**config.mk**
```make
export PLATFORM = sky130hd
export DESIGN_NAME = flag_cond_unit_flat
export DESIGN_NICKNAME = d
export VERILOG_FILES = /design/src/rtl/flag_cond_unit_if.sv /design/src/rtl/flag_cond_unit.sv /design/src/flat_wrapper.sv
export SDC_FILE = /design/constraint.sdc
export NUM_CORES = 1
export LEC_CHECK = 0
export ABC_AREA = 0
export ABC_CLOCK_PERIOD_IN_PS = 1900
export CAP_MARGIN = 10
export CORE_AREA = 2 2 39 41
export CTS_CLUSTER_SIZE = 14
export DETAILED_ROUTE_END_ITERATION = 7
export DIE_AREA = 0 0 41 43
export GPL_TIMING_DRIVEN = 0
export HOLD_SLACK_MARGIN = 0.02
export PLACE_DENSITY = 0.72
export RECOVER_POWER = 100
export REMOVE_ABC_BUFFERS = 1
export SYNTH_ARGS = -nofsm -noshare
export SYNTH_HDL_FRONTEND = slang
export SYNTH_SLANG_ARGS = --single-unit
export TNS_END_PERCENT = 100
```
**constraint.sdc**
```tcl
create_clock -name clk -period 1.9 [get_ports clk]
set_clock_uncertainty 0.2 [all_clocks]
set_input_delay 0.57 -clock clk [delete_from_list [all_inputs] [get_ports clk]]
set_output_delay 0.57 -clock clk [all_outputs]
set_load 0.005 [all_outputs]
```
**src/rtl/flag_cond_unit_if.sv**
```systemverilog
// rtl/flag_cond_unit_if.sv - flag/branch-condition bus between the EX stage and flag_cond_unit
//
// Purpose: bundles the ALU flag write, the B.cond and CBZ/CBNZ requests,
//          and the registered branch decision returned to fetch/PC logic.
// Signals:
//   flag_we, negative_in, zero_in, overflow_in, carry_out_in : flag write from the ALU
//   flush                                                    : kill this cycle's write and request
//   cond_valid, cond[3:0]                                    : B.cond request
//   cbz_valid, cbz_nz, reg_zero                              : CBZ/CBNZ request
//   flags_q[3:0]                                             : registered {N,Z,V,C}
//   branch_valid, branch_taken, req_conflict                 : registered decision
// Modports: master = requester (EX stage / bench), slave = flag_cond_unit.
interface flag_cond_unit_if;
   logic       flag_we;
   logic       negative_in;
   logic       zero_in;
   logic       overflow_in;
   logic       carry_out_in;
   logic       flush;
   logic       cond_valid;
   logic [3:0] cond;
   logic       cbz_valid;
   logic       cbz_nz;
   logic       reg_zero;
   logic [3:0] flags_q;
   logic       branch_valid;
   logic       branch_taken;
   logic       req_conflict;

   modport master (
      output flag_we, negative_in, zero_in, overflow_in, carry_out_in,
      output flush, cond_valid, cond, cbz_valid, cbz_nz, reg_zero,
      input  flags_q, branch_valid, branch_taken, req_conflict
   );

   modport slave (
      input  flag_we, negative_in, zero_in, overflow_in, carry_out_in,
      input  flush, cond_valid, cond, cbz_valid, cbz_nz, reg_zero,
      output flags_q, branch_valid, branch_taken, req_conflict
   );
endinterface

```
**src/rtl/flag_cond_unit.sv**
```systemverilog
// rtl/flag_cond_unit.sv - NZVC flag register and B.cond / CBZ / CBNZ branch decision unit
//
// Purpose: latches ALU flags on flag-setting instructions, evaluates ARMv8
//          condition codes or a register-zero test, and presents a registered
//          branch decision one cycle after the request.
// Parameters:
//   FORWARD : 1 = same-cycle flag write is bypassed into evaluation,
//             0 = evaluation sees only the registered flags.
// Ports:
//   clk   : clock, rising edge
//   reset : asynchronous active-high reset
//   bus   : flag_cond_unit_if.slave (flag write, requests, decision outputs)
module flag_cond_unit #(
   parameter bit FORWARD = 1'b1
) (
   input  logic              clk,
   input  logic              reset,
   flag_cond_unit_if.slave   bus
);

   logic [3:0] r_flags;
   logic       r_branch_valid;
   logic       r_branch_taken;
   logic       r_req_conflict;

   logic [3:0] w_in_flags;
   logic [3:0] w_ef;
   logic       w_n, w_z, w_v, w_c;
   logic       w_cond_res;
   logic       w_req;
   logic       w_taken;

   assign w_in_flags = {bus.negative_in, bus.zero_in, bus.overflow_in, bus.carry_out_in};

   // Bypass lets a branch in the same cycle as ADDS/SUBS see the new flags.
   assign w_ef = (FORWARD && bus.flag_we) ? w_in_flags : r_flags;
   assign {w_n, w_z, w_v, w_c} = w_ef;

   always_comb begin
      w_cond_res = 1'b0;
      case (bus.cond)
         4'b0000: w_cond_res = w_z;
         4'b0001: w_cond_res = !w_z;
         4'b0010: w_cond_res = w_c;
         4'b0011: w_cond_res = !w_c;
         4'b0100: w_cond_res = w_n;
         4'b0101: w_cond_res = !w_n;
         4'b0110: w_cond_res = w_v;
         4'b0111: w_cond_res = !w_v;
         4'b1000: w_cond_res = w_c & !w_z;
         4'b1001: w_cond_res = !w_c | w_z;
         4'b1010: w_cond_res = (w_n == w_v);
         4'b1011: w_cond_res = (w_n != w_v);
         4'b1100: w_cond_res = !w_z & (w_n == w_v);
         4'b1101: w_cond_res = w_z | (w_n != w_v);
         // NV behaves as AL in ARMv8
         default: w_cond_res = 1'b1;
      endcase
   end

   assign w_req = (bus.cond_valid | bus.cbz_valid) & !bus.flush;

   // B.cond wins when both requests arrive together; the CBZ test is dropped.
   assign w_taken = bus.cond_valid ? w_cond_res : (bus.reg_zero ^ bus.cbz_nz);

   always_ff @(posedge clk or posedge reset) begin
      if (reset) begin
         r_flags        <= 4'b0000;
         r_branch_valid <= 1'b0;
         r_branch_taken <= 1'b0;
         r_req_conflict <= 1'b0;
      end else begin
         if (bus.flag_we && !bus.flush) begin
            r_flags <= w_in_flags;
         end
         r_branch_valid <= w_req;
         r_branch_taken <= w_req & w_taken;
         r_req_conflict <= bus.cond_valid & bus.cbz_valid & !bus.flush;
      end
   end

   assign bus.flags_q      = r_flags;
   assign bus.branch_valid = r_branch_valid;
   assign bus.branch_taken = r_branch_taken;
   assign bus.req_conflict = r_req_conflict;

endmodule

```
**src/flat_wrapper.sv**
```systemverilog
// flat-port wrapper written by rule: the top's interface ports become plain ports
module flag_cond_unit_flat 
#(
   parameter bit FORWARD = 1'b1
)
  (clk, reset, bus_flag_we, bus_negative_in, bus_zero_in, bus_overflow_in, bus_carry_out_in, bus_flush, bus_cond_valid, bus_cond, bus_cbz_valid, bus_cbz_nz, bus_reg_zero, bus_flags_q, bus_branch_valid, bus_branch_taken, bus_req_conflict);
  flag_cond_unit_if bus_i ();
  input  logic clk;
  input  logic reset;
  input wire logic [$bits(bus_i.flag_we)-1:0] bus_flag_we;
  input wire logic [$bits(bus_i.negative_in)-1:0] bus_negative_in;
  input wire logic [$bits(bus_i.zero_in)-1:0] bus_zero_in;
  input wire logic [$bits(bus_i.overflow_in)-1:0] bus_overflow_in;
  input wire logic [$bits(bus_i.carry_out_in)-1:0] bus_carry_out_in;
  input wire logic [$bits(bus_i.flush)-1:0] bus_flush;
  input wire logic [$bits(bus_i.cond_valid)-1:0] bus_cond_valid;
  input wire logic [$bits(bus_i.cond)-1:0] bus_cond;
  input wire logic [$bits(bus_i.cbz_valid)-1:0] bus_cbz_valid;
  input wire logic [$bits(bus_i.cbz_nz)-1:0] bus_cbz_nz;
  input wire logic [$bits(bus_i.reg_zero)-1:0] bus_reg_zero;
  output wire logic [$bits(bus_i.flags_q)-1:0] bus_flags_q;
  output wire logic [$bits(bus_i.branch_valid)-1:0] bus_branch_valid;
  output wire logic [$bits(bus_i.branch_taken)-1:0] bus_branch_taken;
  output wire logic [$bits(bus_i.req_conflict)-1:0] bus_req_conflict;
  assign bus_i.flag_we = bus_flag_we;
  assign bus_i.negative_in = bus_negative_in;
  assign bus_i.zero_in = bus_zero_in;
  assign bus_i.overflow_in = bus_overflow_in;
  assign bus_i.carry_out_in = bus_carry_out_in;
  assign bus_i.flush = bus_flush;
  assign bus_i.cond_valid = bus_cond_valid;
  assign bus_i.cond = bus_cond;
  assign bus_i.cbz_valid = bus_cbz_valid;
  assign bus_i.cbz_nz = bus_cbz_nz;
  assign bus_i.reg_zero = bus_reg_zero;
  assign bus_flags_q = bus_i.flags_q;
  assign bus_branch_valid = bus_i.branch_valid;
  assign bus_branch_taken = bus_i.branch_taken;
  assign bus_req_conflict = bus_i.req_conflict;
  flag_cond_unit #(.FORWARD(FORWARD)) u_core (.clk(clk), .reset(reset), .bus(bus_i));
endmodule
```
== After elaboration in Yosys (flattened, before gate mapping) ==
Cells that the tools add are included.

* ROM bits: 0
* Output and inout port bits: 7
* Flip-flop bits (word level): 7
* Input port bits: 16
* Memory bits (writable): 0
* Word-level logic and storage cells: 39
* Memories: 0
* Bits in latches: 0

* Shifts and indexed selects: 0
* Bitwise gates (word level): 10
* Multipliers: 0
* Reductions and logical operators: 7
* Eq/ne operators: 15
* Muxes and demuxes: 3
* $add $sub $neg: 0
* $lt $le $gt $ge: 0
* Div/mod/pow operators: 0

{| class="wikitable"
|+ Operator list
! cell !! number
|-
| 4-bit equality test (second input constant) || 6
|-
| 4-bit by 3-bit equality test with 1-bit output (second input constant) || 4
|-
| 1-bit case mux with 14 select lines || 1
|-
| 4-bit by 2-bit equality test with 1-bit output (second input constant) || 2
|-
| 1-bit AND || 6
|-
| 1-bit logical NOT || 5
|-
| 4-bit by 1-bit equality test with 1-bit output (second input constant) || 1
|-
| 4-bit logical NOT || 1
|-
| 4-bit 2-to-1 mux || 1
|-
| 1-bit OR || 3
|-
| 1-bit equality test || 1
|-
| 1-bit logical AND || 1
|-
| 1-bit 2-to-1 mux || 1
|-
| 1-bit inequality test || 1
|-
| 1-bit bitwise XOR || 1
|}

== Logic depth before layout (Yosys ltp) ==
* Depth after elaboration: 6
* Mapped depth: 6
* Gate-level depth less buffers: 5

== Worst setup path after synthesis ==
Ideal clock, no wire load.

* Kind: in2reg
* Start point: input bus_cond[2]
* End point: register u_core.r_branch_taken, in the netlist u_core.bus.branch_taken
* Data required time: 1.618 ns
* Path buffers: 1
* Setup slack: -0.234 ns
* Data arrival time: 1.852 ns
* Stages: 6
* Path through: buf_6 -> mux2i_1 -> mux4_2 -> xor2_1 -> a311o_1 -> a31oi_1

* Word-level cells in the longest chain between the ends: 4
* Elaborated cells between the ends (all ways): 17
* Classes of those cells: 13 x eq/ne; 2 x mux; 1 x bitwise; 1 x reduce/logical

{| class="wikitable"
|+ RTL lines
! element !! line !! text
|-
| from (decl) || flat_wrapper.sv:17 || <nowiki>input wire logic [$bits(bus_i.cond)-1:0] bus_cond;</nowiki>
|-
| 4-bit equality test (tied with other cells) || flag_cond_unit.sv:41 || <nowiki>case (bus.cond)</nowiki>
|-
| 1-bit case mux with 14 select lines (*) || flag_cond_unit.sv:41 ||
|-
| 1-bit 2-to-1 mux (*) || flag_cond_unit.sv:64 || <nowiki>assign w_taken = bus.cond_valid ? w_cond_res : (bus.reg_zero ^ bus.cbz_nz);</nowiki>
|-
| 1-bit AND (*) || flag_cond_unit.sv:77 || <nowiki>r_branch_taken <= w_req & w_taken;</nowiki>
|-
| to (signal assigned) || flag_cond_unit.sv:77 ||
|-
| to (decl) || flag_cond_unit.sv:23 || <nowiki>logic r_branch_taken;</nowiki>
|}

Every way passes the cells marked *; elsewhere a longest branch is shown, timed or not.
A chain may end at the register's enable or synchronous reset.

== Worst setup path in the final report ==
* Start point: register u_core.r_flags[2], in the netlist u_core.bus.flags_q[2]
* End point: output bus_flags_q[2]

{| class="wikitable"
|+ RTL lines
! element !! line !! text
|-
| from (decl) || flag_cond_unit.sv:21 || <nowiki>logic [3:0] r_flags;</nowiki>
|-
| from (signal assigned) || flag_cond_unit.sv:74 || <nowiki>r_flags <= w_in_flags;</nowiki>
|-
| to (decl) || flat_wrapper.sv:21 || <nowiki>output wire logic [$bits(bus_i.flags_q)-1:0] bus_flags_q;</nowiki>
|}

No word-level cell between the ends.

==> metrics.md <==
| Metric | Value |
|---|---|
| DRT iter0 DRCs | 1 |
| Yosys warns | 0 |
| Standard-cell rows | 14 |
| RSZ-0062 raised after global routing | yes |
| CTS Buf Count | 3 |
| Max incr delay on CP | 0.51 ns |
| Vias per inst | 4.92 |
| Min-Delay Path Class | input port to flop |
| Rel. slew slack | 0.776 |
| Routed WL per cell | 12.5 um |
| Synthesized instance count | 44 |
| Critical path buffers and inverters | 1 |
| Most used DFF post-synth | dfrtp_1 |
| CP max stage cell | clkdlybuf4s50_1 |
| Initial antenna violation count | 0 |
| Worst Tran Pin Value | 0.327 ns |
| EDFF count, synth | 0 |
| IO buf count | 22 |
| GR Util All Layers | 0.153 |
| Layout cells sized above 1 | 0.264 |
| Async SR Flop Fraction | 1.00 |
| # setup viols final | 0 |
| TritonCTS Sinks | 7 |
| P_sw | 0.130 mW |
| Area leader, netlist | dfrtp_1 |
| Tcrit/Tclk final | 0.984 |
| Lkg Pwr | 0.333 nW |
| DP Area | 696 um2 |
| Cell area after layout | 754 um2 |
| Pwr per Cell Area | 643 mW/mm2 |
| Top post-synthesis cells by count | dfrtp_1 (7), mux2i_1 (6), mux2_2 (4), nand2_1 (4), nor2_1 (3) |
| Area fraction of the dominant cell type after synthesis | 0.371 |
| Syn Std Cell Area | 472 um2 |
| Global Route met3 Usage | 0.0838 |
| Worst-Skew Late Latency | 0.25 ns |
| Internal Power | 0.355 mW |
| Worst VDD drop | 0.000323 V |
| Seq/Total Area, Yosys | 0.371 |
| Final WL | 1100 um |
| Placer Congestion | 0.696 |
| Largest net degree at the start of global routing | 9 |
| GR Layer Usage met1 | 0.163 |
| Die width | 41 um |
| Distinct cells, synth | 21 |
| Critical path fanouts, max | 2 |
| CP cell instances | clkdlybuf4s50_1 |
| Grt ovf | 0 |
| IO Pins | 23 |
| Post-layout util | 0.545 |
| Residual DRC | 0 |
| Worst EP required | 1.13 ns |
| Starting Density | 0.341 |
| Area growth syn-to-layout | 59.9% |
| Power share of the sequential group | 0.358 |
| Startpoint Class | flop |
| Most frequent cell after synthesis | dfrtp_1 |
| Die Ht | 43 um |
| First-pass GRT wire length | 1800 um |
| Critical Path End Type | output port |
| Drt pass-1 iters | 2 |
| Layout net count | 89 |
| Grt met2 use | 0.241 |
| Root Driver | clkbuf_4 |
| Clock slew seen by the registers of the worst setup and hold paths | 0.05 ns |
| Avg Inst Size Synth | 10.7 um2 |
| Core Region | 0.00138 mm2 |
| Maximum clock insertion buffer count | 2 |
| Sw frac | 0.267 |
| Vias | 433 |
| CP Class | flop to output port |
| Critical path's top delay family | buffers and inverters |
| Area contributors post-synth | dfrtp_1 (37%), mux2i_1 (13%), mux2_2 (9.5%), mux4_2 (4.8%), xnor2_1 (3.7%) |
| Clock period minus worst slack | 1.87 ns |
| Final Hold Vio Count | 0 |
| Post-synthesis register bit count | 7 |
| FMAX | 535 MHz |
| CTS tree | yes |
| Vias in the first global route | 458 |
| Antenna diodes | 0 |
| Crit path DAT | 1.10 ns |
| Hold_ws | 0.392 ns |
| Power share of the combinational group | 0.359 |
| Status | complete, no violations |
| Max cap viols | 0 |
| CTS HTree Levels | 1 |
| DIE AREA | 0.00176 mm2 |
| Clock power frac | 0.282 |
| Routed Antenna Nets | 0 |
| Most Used Layer, Global Route | met2 |
| Final Max Tran Viols | 0 |
## power by group through the flow
stage	Clock [mW]	Combinational, mW	Sequential, mW
6_report	0.137	0.174	0.174
5_1_grt	0.149	0.192	0.176
4_1_cts	0.143	0.181	0.174
3_5_place_dp	0	0.155	0.182
3_3_place_gp	0	0.152	0.182
2_1_floorplan	0	0.0662	0.183
## stage by stage
stage                     TNS [ns]  total power [mW]  std cells  setup slack, ns
after detailed placement     -2.41             0.337         80           -0.857
after CTS                  -0.0413             0.497         88          -0.0413
after floorplan             -0.107             0.249         42           -0.107
after global routing      -0.00864             0.517         88         -0.00864
after global placement       -2.34             0.335         80           -0.867
final                            0             0.485         88           0.0305
## metal layers
metal,vias up,wire (um)
met5,-,0
li1,217,-
met1,196,421
met2,20,558
met4,0,0
met3,0,116
## worst reg2reg max path, cell delays in order, from the launching register on
cell and delay (ns):
dfrtp_1 0.35, buf_4 0.13, mux2i_1 0.06, mux4_2 0.46, xor2_1 0.15, a311o_1 0.26, a31oi_1 0.13
## sequential cells by signal, summed over array words and instances (netlist names)
name / count
u_core.bus.flags_q: 4
u_core.bus.branch_valid: 1
u_core.bus.req_conflict: 1
u_core.bus.branch_taken: 1
## kinds of logic after synthesis
logic type      Yosys count  synth area share
compound gates            6             0.101
mux                      11             0.271
buf+inv                   4            0.0504
xor+xnor                  4            0.0743
simple gates             12             0.133
flops                     7             0.371
## timing repair
action / CTS / global route
resized for setup: 25 / 6
buffers inserted: 4 / 0
pin swaps: 2 / 2
hold buffers: 0 / 0
endpoints found under the setup margin: 9 / 4
## cell type report
cell class                      count  area, um2
Inverter                            2       7.51
Sequential cell                     7        175
Clock buffer                        4       26.3
Multi-Input combinational cell     33        279
Timing Repair Buffer               26        246
Fill cell                         132        629
Tap cell                           16       20.0
## path summary, 6_finish.rpt
path,from,end,slack (ns),cells after the start
setup / recovery,u_core.bus.flags_q[2]$_DFFE_PP0P_,bus_flags_q[2],0.03,1
hold / removal,bus_overflow_in,u_core.bus.flags_q[1]$_DFFE_PP0P_,0.39,2
setup reg to reg,u_core.bus.flags_q[1]$_DFFE_PP0P_,u_core.bus.branch_taken$_DFF_PP0_,0.09,6
hold reg to reg,u_core.bus.flags_q[2]$_DFFE_PP0P_,u_core.bus.flags_q[2]$_DFFE_PP0P_,0.42,2
max in group asynchronous,reset,u_core.bus.flags_q[0]$_DFFE_PP0P_,0.80,2
min in group asynchronous,reset,u_core.bus.branch_valid$_DFF_PP0_,0.48,2
## placed cells by master (no fill, tap or decap)
| master | synthesis | final |
|---|---|---|
| clkdlybuf4s50_1 | 0 | 10 |
| o211ai_1 | 1 | 1 |
| nand3b_1 | 1 | 1 |
| nand2_1 | 4 | 4 |
| a311o_1 | 1 | 1 |
| clkdlybuf4s25_1 | 0 | 3 |
| dlymetal6s2s_1 | 0 | 1 |
| buf_4 | 0 | 4 |
| nor2_1 | 3 | 3 |
| a2111oi_2 | 0 | 1 |
| clkbuf_1 | 0 | 1 |
| clkbuf_4 | 0 | 3 |
| mux2i_1 | 6 | 6 |
| a31oi_1 | 1 | 1 |
| nor4b_1 | 1 | 1 |
| inv_1 | 2 | 2 |
| buf_6 | 1 | 1 |
| clkdlybuf4s15_2 | 0 | 3 |
| a21oi_1 | 1 | 1 |
| a221o_1 | 1 | 1 |
| xnor2_1 | 2 | 2 |
| buf_2 | 1 | 2 |
| mux2_2 | 4 | 4 |
| nor2b_1 | 2 | 2 |
| xor2_1 | 2 | 2 |
| dlygate4sd3_1 | 0 | 1 |
| dfrtp_1 | 7 | 7 |
| mux4_2 | 1 | 1 |
| nor3b_1 | 1 | 1 |
| dlygate4sd2_1 | 0 | 1 |
Power figures use the tool's default switching activity.
